<file path="src/rtl/ps2_pkg.sv">
// Shared types and constants for the PS/2 keyboard receive path.
package ps2_pkg;

    typedef enum logic [1:0] {
        ST_IDLE   = 2'd0,
        ST_DATA   = 2'd1,
        ST_PARITY = 2'd2,
        ST_STOP   = 2'd3
    } ps2_state_t;

    typedef struct packed {
        logic [7:0] code;
        logic       brk;
        logic       ext;
    } ps2_code_t;

    localparam logic [7:0] PS2_EXT = 8'hE0;
    localparam logic [7:0] PS2_BRK = 8'hF0;

    function automatic int unsigned timeout_cyc(input int unsigned clk_hz,
                                                input int unsigned timeout_us);
        return (clk_hz / 1_000_000) * timeout_us;
    endfunction

    function automatic int unsigned cnt_width(input int unsigned max_val);
        return $clog2(max_val + 1);
    endfunction

endpackage

</file>
<file path="src/rtl/ps2_line_filter.sv">
// Synchronises the raw PS/2 lines, deglitches the clock and produces a
// one-cycle pulse on each filtered clock fall.
module ps2_line_filter #(
    parameter int unsigned FILTER_LEN = 8
) (
    input  logic clk,
    input  logic reset,
    input  logic ps2k_clk,
    input  logic ps2k_data,
    output logic fall,
    output logic data_s
);

    logic [1:0]            clk_sync;
    logic [1:0]            data_sync;
    logic [FILTER_LEN-1:0] hist;
    logic [FILTER_LEN-1:0] hist_c;
    logic                  filt;

    assign hist_c = {hist[FILTER_LEN-2:0], clk_sync[1]};

    // Filtered clock only flips after FILTER_LEN identical samples.
    always_ff @(posedge clk or negedge reset) begin
        if (!reset) begin
            clk_sync  <= 2'b11;
            data_sync <= 2'b11;
            hist      <= '1;
            filt      <= 1'b1;
            fall      <= 1'b0;
            data_s    <= 1'b1;
        end else begin
            clk_sync  <= {clk_sync[0], ps2k_clk};
            data_sync <= {data_sync[0], ps2k_data};
            hist      <= hist_c;
            data_s    <= data_sync[1];
            fall      <= 1'b0;
            if (&hist_c) begin
                filt <= 1'b1;
            end else if (~|hist_c) begin
                filt <= 1'b0;
                fall <= filt;
            end
        end
    end

endmodule

</file>
<file path="src/rtl/ps2_frame_rx.sv">
// PS/2 keyboard frame receiver: deserialises 11-bit frames, checks parity
// and stop bit, folds E0/F0 prefixes into flags and strobes complete codes.
module ps2_frame_rx
    import ps2_pkg::*;
#(
    parameter int unsigned CLK_HZ     = 50_000_000,
    parameter int unsigned TIMEOUT_US = 2000,
    parameter int unsigned FILTER_LEN = 8
) (
    input  logic       clk,
    input  logic       reset,
    input  logic       ps2k_clk,
    input  logic       ps2k_data,
    output logic [7:0] scan_code,
    output logic       is_break,
    output logic       is_ext,
    output logic       code_valid,
    output logic       frame_err
);

    localparam int unsigned TIMEOUT_CYC = timeout_cyc(CLK_HZ, TIMEOUT_US);
    localparam int unsigned CNT_W       = cnt_width(TIMEOUT_CYC);

    logic             fall;
    logic             data_s;
    ps2_state_t       state, state_d;
    logic [2:0]       bit_cnt, bit_cnt_d;
    logic [7:0]       shreg, shreg_d;
    logic             par_ok, par_ok_d;
    logic [CNT_W-1:0] cnt, cnt_d;
    logic             brk_pend, brk_pend_d;
    logic             ext_pend, ext_pend_d;
    ps2_code_t        code_q, code_d;
    logic             valid_d;
    logic             err_d;

    ps2_line_filter #(
        .FILTER_LEN (FILTER_LEN)
    ) u_filter (
        .clk       (clk),
        .reset     (reset),
        .ps2k_clk  (ps2k_clk),
        .ps2k_data (ps2k_data),
        .fall      (fall),
        .data_s    (data_s)
    );

    always_ff @(posedge clk or negedge reset) begin
        if (!reset) begin
            state      <= ST_IDLE;
            bit_cnt    <= '0;
            shreg      <= '0;
            par_ok     <= 1'b0;
            cnt        <= '0;
            brk_pend   <= 1'b0;
            ext_pend   <= 1'b0;
            code_q     <= '0;
            code_valid <= 1'b0;
            frame_err  <= 1'b0;
        end else begin
            state      <= state_d;
            bit_cnt    <= bit_cnt_d;
            shreg      <= shreg_d;
            par_ok     <= par_ok_d;
            cnt        <= cnt_d;
            brk_pend   <= brk_pend_d;
            ext_pend   <= ext_pend_d;
            code_q     <= code_d;
            code_valid <= valid_d;
            frame_err  <= err_d;
        end
    end

    // Frame FSM advances on filtered clock falls; a fall pre-empts timeout.
    always_comb begin
        state_d    = state;
        bit_cnt_d  = bit_cnt;
        shreg_d    = shreg;
        par_ok_d   = par_ok;
        cnt_d      = cnt;
        brk_pend_d = brk_pend;
        ext_pend_d = ext_pend;
        code_d     = code_q;
        valid_d    = 1'b0;
        err_d      = 1'b0;
        if (fall) begin
            cnt_d = '0;
            case (state)
                ST_IDLE: begin
                    if (!data_s) begin
                        state_d   = ST_DATA;
                        bit_cnt_d = '0;
                    end
                end
                ST_DATA: begin
                    shreg_d   = {data_s, shreg[7:1]};
                    bit_cnt_d = bit_cnt + 3'd1;
                    if (bit_cnt == 3'd7) begin
                        state_d = ST_PARITY;
                    end
                end
                ST_PARITY: begin
                    par_ok_d = ^{shreg, data_s};
                    state_d  = ST_STOP;
                end
                ST_STOP: begin
                    state_d = ST_IDLE;
                    if (data_s && par_ok) begin
                        if (shreg == PS2_EXT) begin
                            ext_pend_d = 1'b1;
                        end else if (shreg == PS2_BRK) begin
                            brk_pend_d = 1'b1;
                        end else begin
                            valid_d     = 1'b1;
                            code_d.code = shreg;
                            code_d.brk  = brk_pend;
                            code_d.ext  = ext_pend;
                            brk_pend_d  = 1'b0;
                            ext_pend_d  = 1'b0;
                        end
                    end else begin
                        err_d      = 1'b1;
                        brk_pend_d = 1'b0;
                        ext_pend_d = 1'b0;
                    end
                end
                default: state_d = ST_IDLE;
            endcase
        end else if (state != ST_IDLE) begin
            if (cnt == CNT_W'(TIMEOUT_CYC)) begin
                state_d    = ST_IDLE;
                cnt_d      = '0;
                err_d      = 1'b1;
                brk_pend_d = 1'b0;
                ext_pend_d = 1'b0;
            end else begin
                cnt_d = cnt + CNT_W'(1);
            end
        end
    end

    assign scan_code = code_q.code;
    assign is_break  = code_q.brk;
    assign is_ext    = code_q.ext;

endmodule

</file>
<file path="config.mk">
export PLATFORM = sky130hd
export DESIGN_NAME = ps2_frame_rx
export DESIGN_NICKNAME = d
export VERILOG_FILES = /design/src/rtl/ps2_pkg.sv /design/src/rtl/ps2_line_filter.sv /design/src/rtl/ps2_frame_rx.sv
export SDC_FILE = /design/constraint.sdc
export NUM_CORES = 1
export LEC_CHECK = 0
export CORE_ASPECT_RATIO = 1.75
export CORE_MARGIN = 10
export CORE_UTILIZATION = 28
export CTS_BUF_LIST = sky130_fd_sc_hd__clkbuf_16
export CTS_CLUSTER_DIAMETER = 30
export DETAILED_ROUTE_END_ITERATION = 10
export PLACE_DENSITY = 0.42
export SYNTH_ARGS = -nofsm -noshare
export SYNTH_HDL_FRONTEND = slang
export SYNTH_SLANG_ARGS = --single-unit
</file>
<file path="constraint.sdc">
create_clock -name clk -period 1.74 [get_ports clk]
set_input_delay 0.261 -clock clk [delete_from_list [all_inputs] [get_ports clk]]
set_output_delay 0.261 -clock clk [all_outputs]
set_load 0.02 [all_outputs]
</file>
==> run metrics, run 1 <==
run status=finished clean; drt total wl=5977 um; R2R cell count=8; # diodes=0; Clk Latency, worst-skew pair=around 330 ps; Hold Vio Cnt, Final=0; Most Frequent Cell on Critical Path=buf_4; final instance area=~3600 um2; # DRC=0; crit-path leading delay family=simple AND/OR/NAND/NOR gates; # IOs=16; min-delay src=ps2k_data; vias per cell=~4.6; CTS sink count=59; Least-Margin Pin Slew=a little over 400 ps; Yosys warnings=0; Final Util=38.10%; Worst Path Buf+Inv=2; nets@finish=295; Post-synth ARST share=100.0%; routed via count=roughly 1.9k; Psw=0.6792 mW; Final Skew=8.080 ps; number of H-tree levels=3; top-area cell type share of the netlist area=42.51%; RSZ-0062 raised after global routing=true; DR pass1 iterations=4; initial antenna violation count=0; Clock Power Share=53.5%; TritonCTS buffer count=9; pin count of the biggest net entering global routing=60; Core Region=roughly 9500 um2; Detail Route Antenna Nets=0; Die Wd=94.34 um; peak supply drop=0.0005175 V; critical path endpoint category=flip-flop; Cell Pwr Density=between 800 and 900 nW/um2; DIE AREA=14160 um2; Mapped Cells=230; synth unique cells=44; R2R setup slack=90 ps; Comb pwr share=1.6%; Cell Area, Placed=3187 um2; Area Overhead vs Synth=33.23%; final worst slack=85.29 ps; min Tclk post-route=~1700 ps; Max Fanout on Critical Path=5; first-pass GRT wire length=just over 10000 um; CP Launch Type=flip-flop; crit path max-delay cell type=dfrtp_1; Final GP Congestion=0.7941; worst r2r dst=cnt[14]; Hold Path Class=input port to flip-flop; Worst Path Arrival=around 1900 ps; Clock Tree Buf Depth=2; WHS Endpoint=u_filter.data_sync[0]; Final setup viols=0; PnR Total Power=approximately 3.1 mW; total global routing overflow=0; Root Buffer=clkbuf_16; synthesized area per cell=11.77 um2; cell row count=47; fin. max-slew vios=0; Crit path required time=between 1500 and 2000 ps; pre-CTS setup slack=-113.5 ps; Leak=1.617 nW; footprint of the multi-input gates=1212 um2; die height=~150 um; Highest Clock Rate=604.3 MHz; worst hold path depth=1; starting DRC count in detailed routing=43; R2R Path Start=cnt[1]; commonest cells in the netlist=46 x dfrtp_1, 23 x nor2_1, 18 x mux2_2; Max-cap violations=0; layout cells sized above 1=34.15%; initial core utilization=28.60%; EDFF count, synth=0; Reg area=1493 um2; post-DR wirelength/cell=approximately 15 um; sequential power share=44.9%; leading cell type by number of instances after synthesis=dfrtp_1; Placed Instances=387; detailed placement HPWL=4233 um; Tcrit/Tclk final=95.10%; crit-path max cell delay=400 ps; TritonCTS clock tree=done; internal power=roughly 2.5 mW; Seq cells post-synth=59; GRT Overall Usage=9.431%; dominant synthesized flop cell=dfrtp_1; Setup CP Type=flip-flop to flip-flop; Finished Layout Cells=409; I/O Buffers=15; worst hold slack=336.4 ps; vias in the first global route=2062; switching share of total power=21.58%; post-route setup TNS=0 ps; cell area after synthesis=between 2000 and 3000 um2; sequential area share after synthesis=55.13%; syn nets=243; Synth area leaders=dfrtp_1 43%, dfstp_2 13%, mux2_2 7.5%, ha_1 4.2%, xor2_1 3.2%; Clock Pin Slew Worst Setup and Hold Paths=around 50 ps; Synth area leader=dfrtp_1; crit-path cells=buf_4 > ha_2 > and3_4 > nor2b_2 > buf_4 > nand4_1 > xor2_1 > nor2_1; max_slew headroom=72.85%; Filler cells=~940
## worst max-delay path by stage
stage	from	cells after the start	slack, ps	to
2_1_floorplan	cnt[13]	5	90	ext_pend
3_3_place_gp	cnt[1]	8	-130	frame_err
3_5_place_dp	cnt[1]	8	-110	frame_err
4_1_cts	cnt[1]	8	-20	ext_pend
5_1_grt	cnt[0]	8	-10	ext_pend
6_report	cnt[1]	8	90	cnt[14]
## cell families after synthesis
family,count (synthesis),synth area share [%]
adders and majority gates,9,4.159
AOI/OAI and AO/OA,29,7.440
buffers and inverters,13,3.004
and+or+nand+nor,83,16.64
muxes,18,7.486
DFF,59,55.13
xor gates and xnor gates,19,6.146
## registers in the layout (all words and copies together) (netlist names)
register and flops:
bit_cnt 3, brk_pend 1, cnt 17, code_valid 1
ext_pend 1, frame_err 1, is_break 1, is_ext 1
par_ok 1, scan_code 8, shreg 8, state 2
u_filter.clk_sync 2, u_filter.data_s 1, u_filter.data_sync 2, u_filter.fall 1
u_filter.filt 1, u_filter.hist 7
## what timing repair did
item                       in CTS  in global routing
pin swaps                       2                  2
gates resized for setup         5                 15
setup buffers                   5                  0
hold endpoints to repair       46                  0
hold buffers                    1                  0
setup endpoints to repair      15                 30
## power by group through the flow
stage | clock, mW | sequential, mW | combinational (mW)
finish | 1.68 | 1.41 | 0.0498
global route | 1.80 | 1.42 | 0.0582
CTS | 1.74 | 1.41 | 0.0540
detailed placement | 0 | 1.44 | 0.0522
global placement | 0 | 1.44 | 0.0518
floorplan | 0 | 1.43 | 0.0100
## placed cells by master, fill, tap and decap left out, types with 9 or more instances in the layout
| cell | instances |
|---|---|
| mux2_2 | 18 |
| nor2_1 | 23 |
| dfstp_2 | 13 |
| dfrtp_1 | 46 |
| buf_4 | 27 |
| xnor2_1 | 9 |
| nand2_1 | 17 |
| a21oi_1 | 9 |
| clkdlybuf4s50_1 | 14 |
| xor2_1 | 10 |
| clkbuf_16 | 10 |
## cell type report
cell class	instances	share of cell area [%]
Sequential cell	59	41.38
Multi-Input combinational cell	158	33.61
Timing Repair Buffer	48	12.21
Clock buffer	10	6.937
Tap cell	122	4.232
Clock inverter	6	1.006
Inverter	6	0.6243
## per-layer routing
| metal | part of all wire [%] | vias to the layer above | global-route usage [%] |
|---|---|---|---|
| met5 | 0 | - | 0 |
| met4 | 2.3 | 0 | 5.115 |
| met3 | 3.0 | 10 | 2.658 |
| met2 | 56 | 25 | 16.90 |
| met1 | 38 | 926 | 9.433 |
| li1 | - | 909 | - |
Power figures use the tool's default switching activity.
==> run 2, diff against run 1 <==
--- a/config.mk
+++ b/config.mk
@@ -5,13 +5,14 @@
 export SDC_FILE = /design/constraint.sdc
 export NUM_CORES = 1
 export LEC_CHECK = 0
+export CAP_MARGIN = 20
 export CORE_ASPECT_RATIO = 1.75
 export CORE_MARGIN = 10
 export CORE_UTILIZATION = 28
 export CTS_BUF_LIST = sky130_fd_sc_hd__clkbuf_16
 export CTS_CLUSTER_DIAMETER = 30
 export DETAILED_ROUTE_END_ITERATION = 10
-export PLACE_DENSITY = 0.42
+export PLACE_DENSITY = 0.41
 export SYNTH_ARGS = -nofsm -noshare
 export SYNTH_HDL_FRONTEND = slang
 export SYNTH_SLANG_ARGS = --single-unit
==> constraint.sdc (replaced) <==
create_clock -name clk -period 1.94 [get_ports clk]
set_input_delay 0.291 -clock clk [delete_from_list [all_inputs] [get_ports clk]]
set_output_delay 0.291 -clock clk [all_outputs]
set_load 0.02 [all_outputs]
==> run 2 against run 1 <==
Power fell by 12%. Combinational power fell by 12%. Worst setup slack better by 60 ps. Clock-buffer cell count shrank 1. Register-to-register slack gained 60 ps. Highest routed layer unchanged.
==> run metrics, run 2 (same netlist as run 1, synthesis figures left out) <==
Final Util=35.30% (was 38.10%); RSZ-0062 raised after global routing=false (was true); die height=150.1 um (unchanged); TritonCTS buffer count=9 (unchanged); max_slew headroom=68.93% (was 72.85%); layout cells sized above 1=25.93% (was 34.15%); crit-path leading delay family=simple AND/OR/NAND/NOR gates (unchanged); Root Buffer=clkbuf_16 (unchanged); min Tclk post-route=1794 ps (was 1655 ps); post-route setup TNS=0 ps (unchanged); Clk Latency, worst-skew pair=330 ps (about the same); # diodes=0 (unchanged); R2R setup slack=150 ps (was 90 ps); Least-Margin Pin Slew=466.0 ps (was 403.6 ps); initial core utilization=28.60% (unchanged); I/O Buffers=15 (unchanged); worst r2r dst=brk_pend (was cnt[14]); Final Skew=5.932 ps (was 8.080 ps); nets@finish=278 (was 295); GRT Overall Usage=9.009% (was 9.431%); internal power=2.144 mW (was 2.468 mW); first-pass GRT wire length=9777 um (was 10270 um); Hold Vio Cnt, Final=0 (unchanged); max FFs per register=17 (unchanged); peak supply drop=0.0005649 V (was 0.0005175 V); crit path from=cnt[13] (was cnt[1]); CP Launch Type=flip-flop (unchanged); switching share of total power=22.88% (was 21.58%); R2R cell count=6 (was 8); Psw=0.6358 mW (was 0.6792 mW); fin. max-slew vios=0 (unchanged); run status=finished clean (unchanged); Clock Power Share=52.8% (was 53.5%); detailed placement HPWL=4213 um (was 4233 um); DR pass1 iterations=4 (unchanged); cell row count=47 (unchanged); CP Depth=6 (was 8); Setup CP Type=flip-flop to flip-flop (unchanged); TritonCTS clock tree=done (unchanged); Leak=1.493 nW (was 1.617 nW); total global routing overflow=0 (unchanged); Worst Path Buf+Inv=1 (was 2); crit-path max cell delay=410 ps (was 400 ps); Cell Pwr Density=831.6 nW/um2 (was 872.5 nW/um2); Final GP Congestion=0.7363 (was 0.7941); worst hold path depth=0 (was 1); Highest Clock Rate=557.3 MHz (was 604.3 MHz); Die Wd=94.34 um (unchanged); Crit path required time=2150 ps (was 1950 ps); initial antenna violation count=0 (unchanged); Clock Pin Slew Worst Setup and Hold Paths=60 ps (was 50 ps); crit path max-delay cell type=dfrtp_1 (unchanged); end of the critical path=brk_pend (was cnt[14]); Filler cells=937 (was 941); drt total wl=5736 um (was 5977 um); critical path endpoint category=flip-flop (unchanged); # DRC=0 (unchanged); DIE AREA=14160 um2 (unchanged); vias per cell=4.551 (was 4.572); Tcrit/Tclk final=92.50% (was 95.10%); sequential power share=45.6% (was 44.9%); Worst Path Arrival=2010 ps (was 1870 ps); routed via count=1784 (was 1870); commonest non-fill, non-tap cell in the layout=dfrtp_1 (unchanged); Reg with most FFs=cnt (unchanged); Max Fanout on Critical Path=6 (was 5); pin count of the biggest net entering global routing=23 (was 60); Clock Tree Buf Depth=2 (unchanged); Hold Path Class=flip-flop to flip-flop (was input port to flip-flop); number of H-tree levels=3 (unchanged); Placed Instances=374 (was 387); vias in the first global route=1967 (was 2062); Max-cap violations=0 (unchanged); Comb pwr share=1.6% (about the same); # IOs=16 (unchanged); Core Region=9468 um2 (unchanged); crit-path cells=or3_4 > nor4_4 > buf_4 > a31oi_2 > a41o_1 > o21a_1 (was buf_4 > ha_2 > and3_4 > nor2b_2 > buf_4 > nand4_1 > xor2_1 > nor2_1); Finished Layout Cells=392 (was 409); Detail Route Antenna Nets=0 (unchanged); post-DR wirelength/cell=14.63 um (was 14.61 um); Final setup viols=0 (unchanged); R2R Path Start=cnt[13] (was cnt[1]); CTS sink count=59 (unchanged); starting DRC count in detailed routing=60 (was 43); Area Overhead vs Synth=23.43% (was 33.23%); most frequent cells in the layout=46 x dfrtp_1, 23 x nor2_1, 18 x mux2_2, 17 x nand2_1, 15 x buf_4 (was 46 x dfrtp_1, 27 x buf_4, 23 x nor2_1, 18 x mux2_2, 17 x nand2_1)
-- run 2: changes by cell type in the layout (fill, tap and decap cells not counted), sizes merged --
cell,change
clkbuf,-1
buf,-17
inv,+1
-- run 2: final cells by class --
class / instances / area (um2) / share of cell area [%]
Sequential cell: 59 / 1493 / 44.66
Multi-Input combinational cell: 158 / 1134 / 33.92
Timing Repair Buffer: 31 / 267.8 / 8.012
Clock buffer: 9 / 225.2 / 6.739
Tap cell: 122 / 152.6 / 4.568
Clock inverter: 7 / 47.55 / 1.423
Inverter: 6 / 22.52 / 0.6739
-- run 2: stage by stage --
stage	area, um2	hold WS [ps]	worst slack (ps)	total power [mW]
floorplan	2708	-4.591	285.6	1.295
global placement	3052	280.7	125.6	1.334
detailed placement	3052	276.9	83.82	1.334
CTS	3334	354.9	85.20	2.828
global route	3342	361.5	51.68	2.886
finish	3342	354.2	145.5	2.779
-- run 2: timing repair --
item | in CTS | in global routing
buffers inserted | 0 | 1
endpoints found under the hold margin | 7 | 0
hold buffers | 1 | 0
endpoints found under the setup margin | 0 | 7
resized for setup | 0 | 0
-- run 2: how the worst min path moves through the flow --
| stage | to | startpoint |
|---|---|---|
| finish | u_filter.clk_sync[1] | u_filter.clk_sync[0] |
| global route | u_filter.data_s | u_filter.data_sync[1] |
| detailed placement | bit_cnt[0] | reset |
| global placement | bit_cnt[0] | reset |
| floorplan | bit_cnt[0] | reset |
| CTS | u_filter.data_s | u_filter.data_sync[1] |
-- run 2: layer usage --
metal | GRT usage [%] | part of all wire [%]
met4 | 5.267 | 2.5
met2 | 16.31 | 56
met3 | 2.357 | 2.9
met5 | 0 | 0
met1 | 8.822 | 39
-- run 2: power by group through the flow --
stage | registers, mW | logic [mW] | clock network [mW]
floorplan | 1.29 | 0.00901 | 0
global placement | 1.29 | 0.0455 | 0
detailed placement | 1.29 | 0.0459 | 0
CTS | 1.27 | 0.0478 | 1.51
global route | 1.27 | 0.0521 | 1.56
finish | 1.27 | 0.0440 | 1.47
==> RTL edit (settings of run 1) <==
The 4 states of `ps2_state_t` get a one-hot encoding in 4 bits.
--- a/src/rtl/ps2_pkg.sv
+++ b/src/rtl/ps2_pkg.sv
@@ -3,7 +3,7 @@
 
-    typedef enum logic [1:0] {
-        ST_IDLE   = 2'd0,
-        ST_DATA   = 2'd1,
-        ST_PARITY = 2'd2,
-        ST_STOP   = 2'd3
+    typedef enum logic [3:0] {
+        ST_IDLE   = 4'b0001,
+        ST_DATA   = 4'b0010,
+        ST_PARITY = 4'b0100,
+        ST_STOP   = 4'b1000
     } ps2_state_t;
Formal check against the unedited RTL: no difference found for any inputs over 10 cycles, from zero or initial values and one cycle with reset low; not proved beyond that.
==> RTL edit against run 1 <==
  * Via count is 9.9% higher
  * Synthesized area increased by 2.0%
  * Sequential cell count grew 2
  * Wire length up 7.4%
  * Final area is 3.3% higher
  * Hold slack got worse by 0.0038 ns
  * Setup slack worse by 0.0036 ns
  * Cell count grew 6.4%
Power is not compared: it rests on default switching activity, and its combinational part moved more than twofold at a synthesized area within 25%.
==> RTL edit: results (changes against run 1) <==
1st-iter DRT viols=65 (was 43); Post-DP HPWL=4624 µm (was 4233 µm); final net count=316 (was 295); final wirelength=6421 µm (was 5977 µm); ant diodes=0 (unchanged); sequential share of the synthesized area=55.91% (was 55.13%); Worst Skew=0.007414 ns (was 0.008080 ns); H-tree depth=3 (unchanged); root buf cell=clkbuf_16 (unchanged); largest net degree at the start of global routing=35 (was 60); Clock transition at path regs=0.05 ns (about the same); Biggest register=cnt (unchanged); share of synthesized registers carrying an async set or reset=100.0% (unchanged); CP peak stage delay=0.37 ns (was 0.40 ns); GRT Util Overall=10.09% (was 9.431%); PortBufs=15 (unchanged); initial antenna violation count=0 (unchanged); first-pass GRT wire length=10830 µm (was 10270 µm); Yosys warning count=0 (unchanged); vias in the first global route=2183 (was 2062); CP max-delay cell=dfstp_2 (was dfrtp_1); worst path arrival time=1.87 ns (about the same); status=finished, final reports clean (unchanged); type of the most critical hold path=input port to register (unchanged); GPL Wtd Cong=0.7514 (was 0.7941); Syn Nets=251 (was 243); Pre-Repair DR Iteration Count=4 (unchanged); critical path startpoint category=register (unchanged); clock latency on the worst-skew pair=~0.34 ns; Netlist cell types=45 (was 44); commonest cells in the netlist=dfrtp_1, o21ai_0, mux2_2, nand2_1 (was dfrtp_1, nor2_1, mux2_2, nand2_1, dfstp_2); maximum vdd drop=between 0.5 and 0.6 mV; Slew headroom=70.07% (was 72.85%); EDFF count, synth=0 (unchanged); clock buffer depth=2 (unchanged); largest cells by area after synthesis=dfrtp_1, dfstp_2, mux2_2 (unchanged); share of cells above drive strength 1=36.42% (was 34.15%); Leakage=about 1.7 nW; CTS buffer count=9 (unchanged); fill count=945 (was 941); CP max FO=7 (was 5); DR vias/cell=4.724 (was 4.572); max FFs per register=17 (unchanged); dominant synthesized flop cell=dfrtp_1 (unchanged)
RTL edit: cell types whose count changed in the layout (fill, tap and decap cells not counted), moves of 3 or more:
cell / before / now
nor2_1: 23 / 13
o21ai_0: 3 / 23
o31ai_1: 0 / 4
xor2_1: 10 / 2
clkinv_4: 0 / 3
inv_1: 5 / 12
or3_1: 0 / 3
buf_4: 27 / 42
nor3_2: 0 / 3
ha_1: 6 / 3
RTL edit: logic make-up (layout without fill, tap and decap cells):
logic type      Yosys count  in the layout  share of synthesized area, %
simple gates             77             77                         16.36
flops                    61             61                         55.91
compound gates           56             56                         12.60
buf+inv                  19             89                         3.534
mux                      17             17                         6.932
xor+xnor                  9              9                         2.855
fa+ha+maj                 4              4                         1.812
RTL edit: repair_timing:
item                                    4_1_cts  5_1_grt
buffers inserted                              6        3
pin swaps                                     1        5
hold endpoints to repair                     29        0
endpoints found under the setup margin       31       18
resized for setup                             7       16
hold buffers                                  1        0
RTL edit: worst max-delay path, delay by kind of cell (launching register included):
family,cells,cell delay [ns]
AND/OR/NAND/NOR,3,0.63
flip-flops,1,0.37
multiplexers,1,0.34
buffers and inverters,1,0.20
RTL edit: area by class of cell:
cell class | instances | share of cell area (%)
flip-flops and latches | 61 | 41.42
multi-input cells | 163 | 32.12
repair buffers | 61 | 13.76
clock buffers | 9 | 6.042
well taps | 122 | 4.095
clock inverters | 7 | 1.343
inverters | 12 | 1.208
RTL edit: path summary, 6_finish.rpt:
kind                                        from              endpoint  slack [ns]  cells after the start
max                                     state[0]                is_ext        0.08                      5
min                                     ps2k_clk  u_filter.clk_sync[0]        0.33                      1
max reg2reg                             state[0]                is_ext        0.08                      5
min reg2reg                u_filter.data_sync[1]       u_filter.data_s        0.35                      0
max in group asynchronous                  reset              state[0]        0.88                      3
min in group asynchronous                  reset          scan_code[3]        0.48                      3
RTL edit: through the flow:
stage	area, µm²	hold WS (ns)	total power, W	cells	setup WS (ns)
5_1_grt	3727	0.3279	0.004057	435	0.002290
6_report	3727	0.3326	0.003843	435	0.08170
3_5_place_dp	3289	0.3107	0.002115	409	-0.1901
3_3_place_gp	3289	0.3008	0.002116	409	-0.1530
2_1_floorplan	2761	-0.03459	0.001850	243	0.02237
4_1_cts	3656	0.3188	0.003834	432	0.003762
RTL edit: metal layers:
metal	share of wire (%)	up-vias	track usage, %	wire, µm
met2	54	32	17.53	3493
met4	3.3	0	6.391	214
met3	3.7	16	3.221	239
li1	-	1009	-	-
met5	0	-	0	0
met1	39	998	10.01	2474
RTL edit: power by group:
part | total [W] | switching (W) | internal (W)
sequential | 0.00161 | 0.0000808 | 0.00153
combinational | 0.000588 | 0.000292 | 0.000295
clock | 0.00164 | 0.000678 | 0.000965
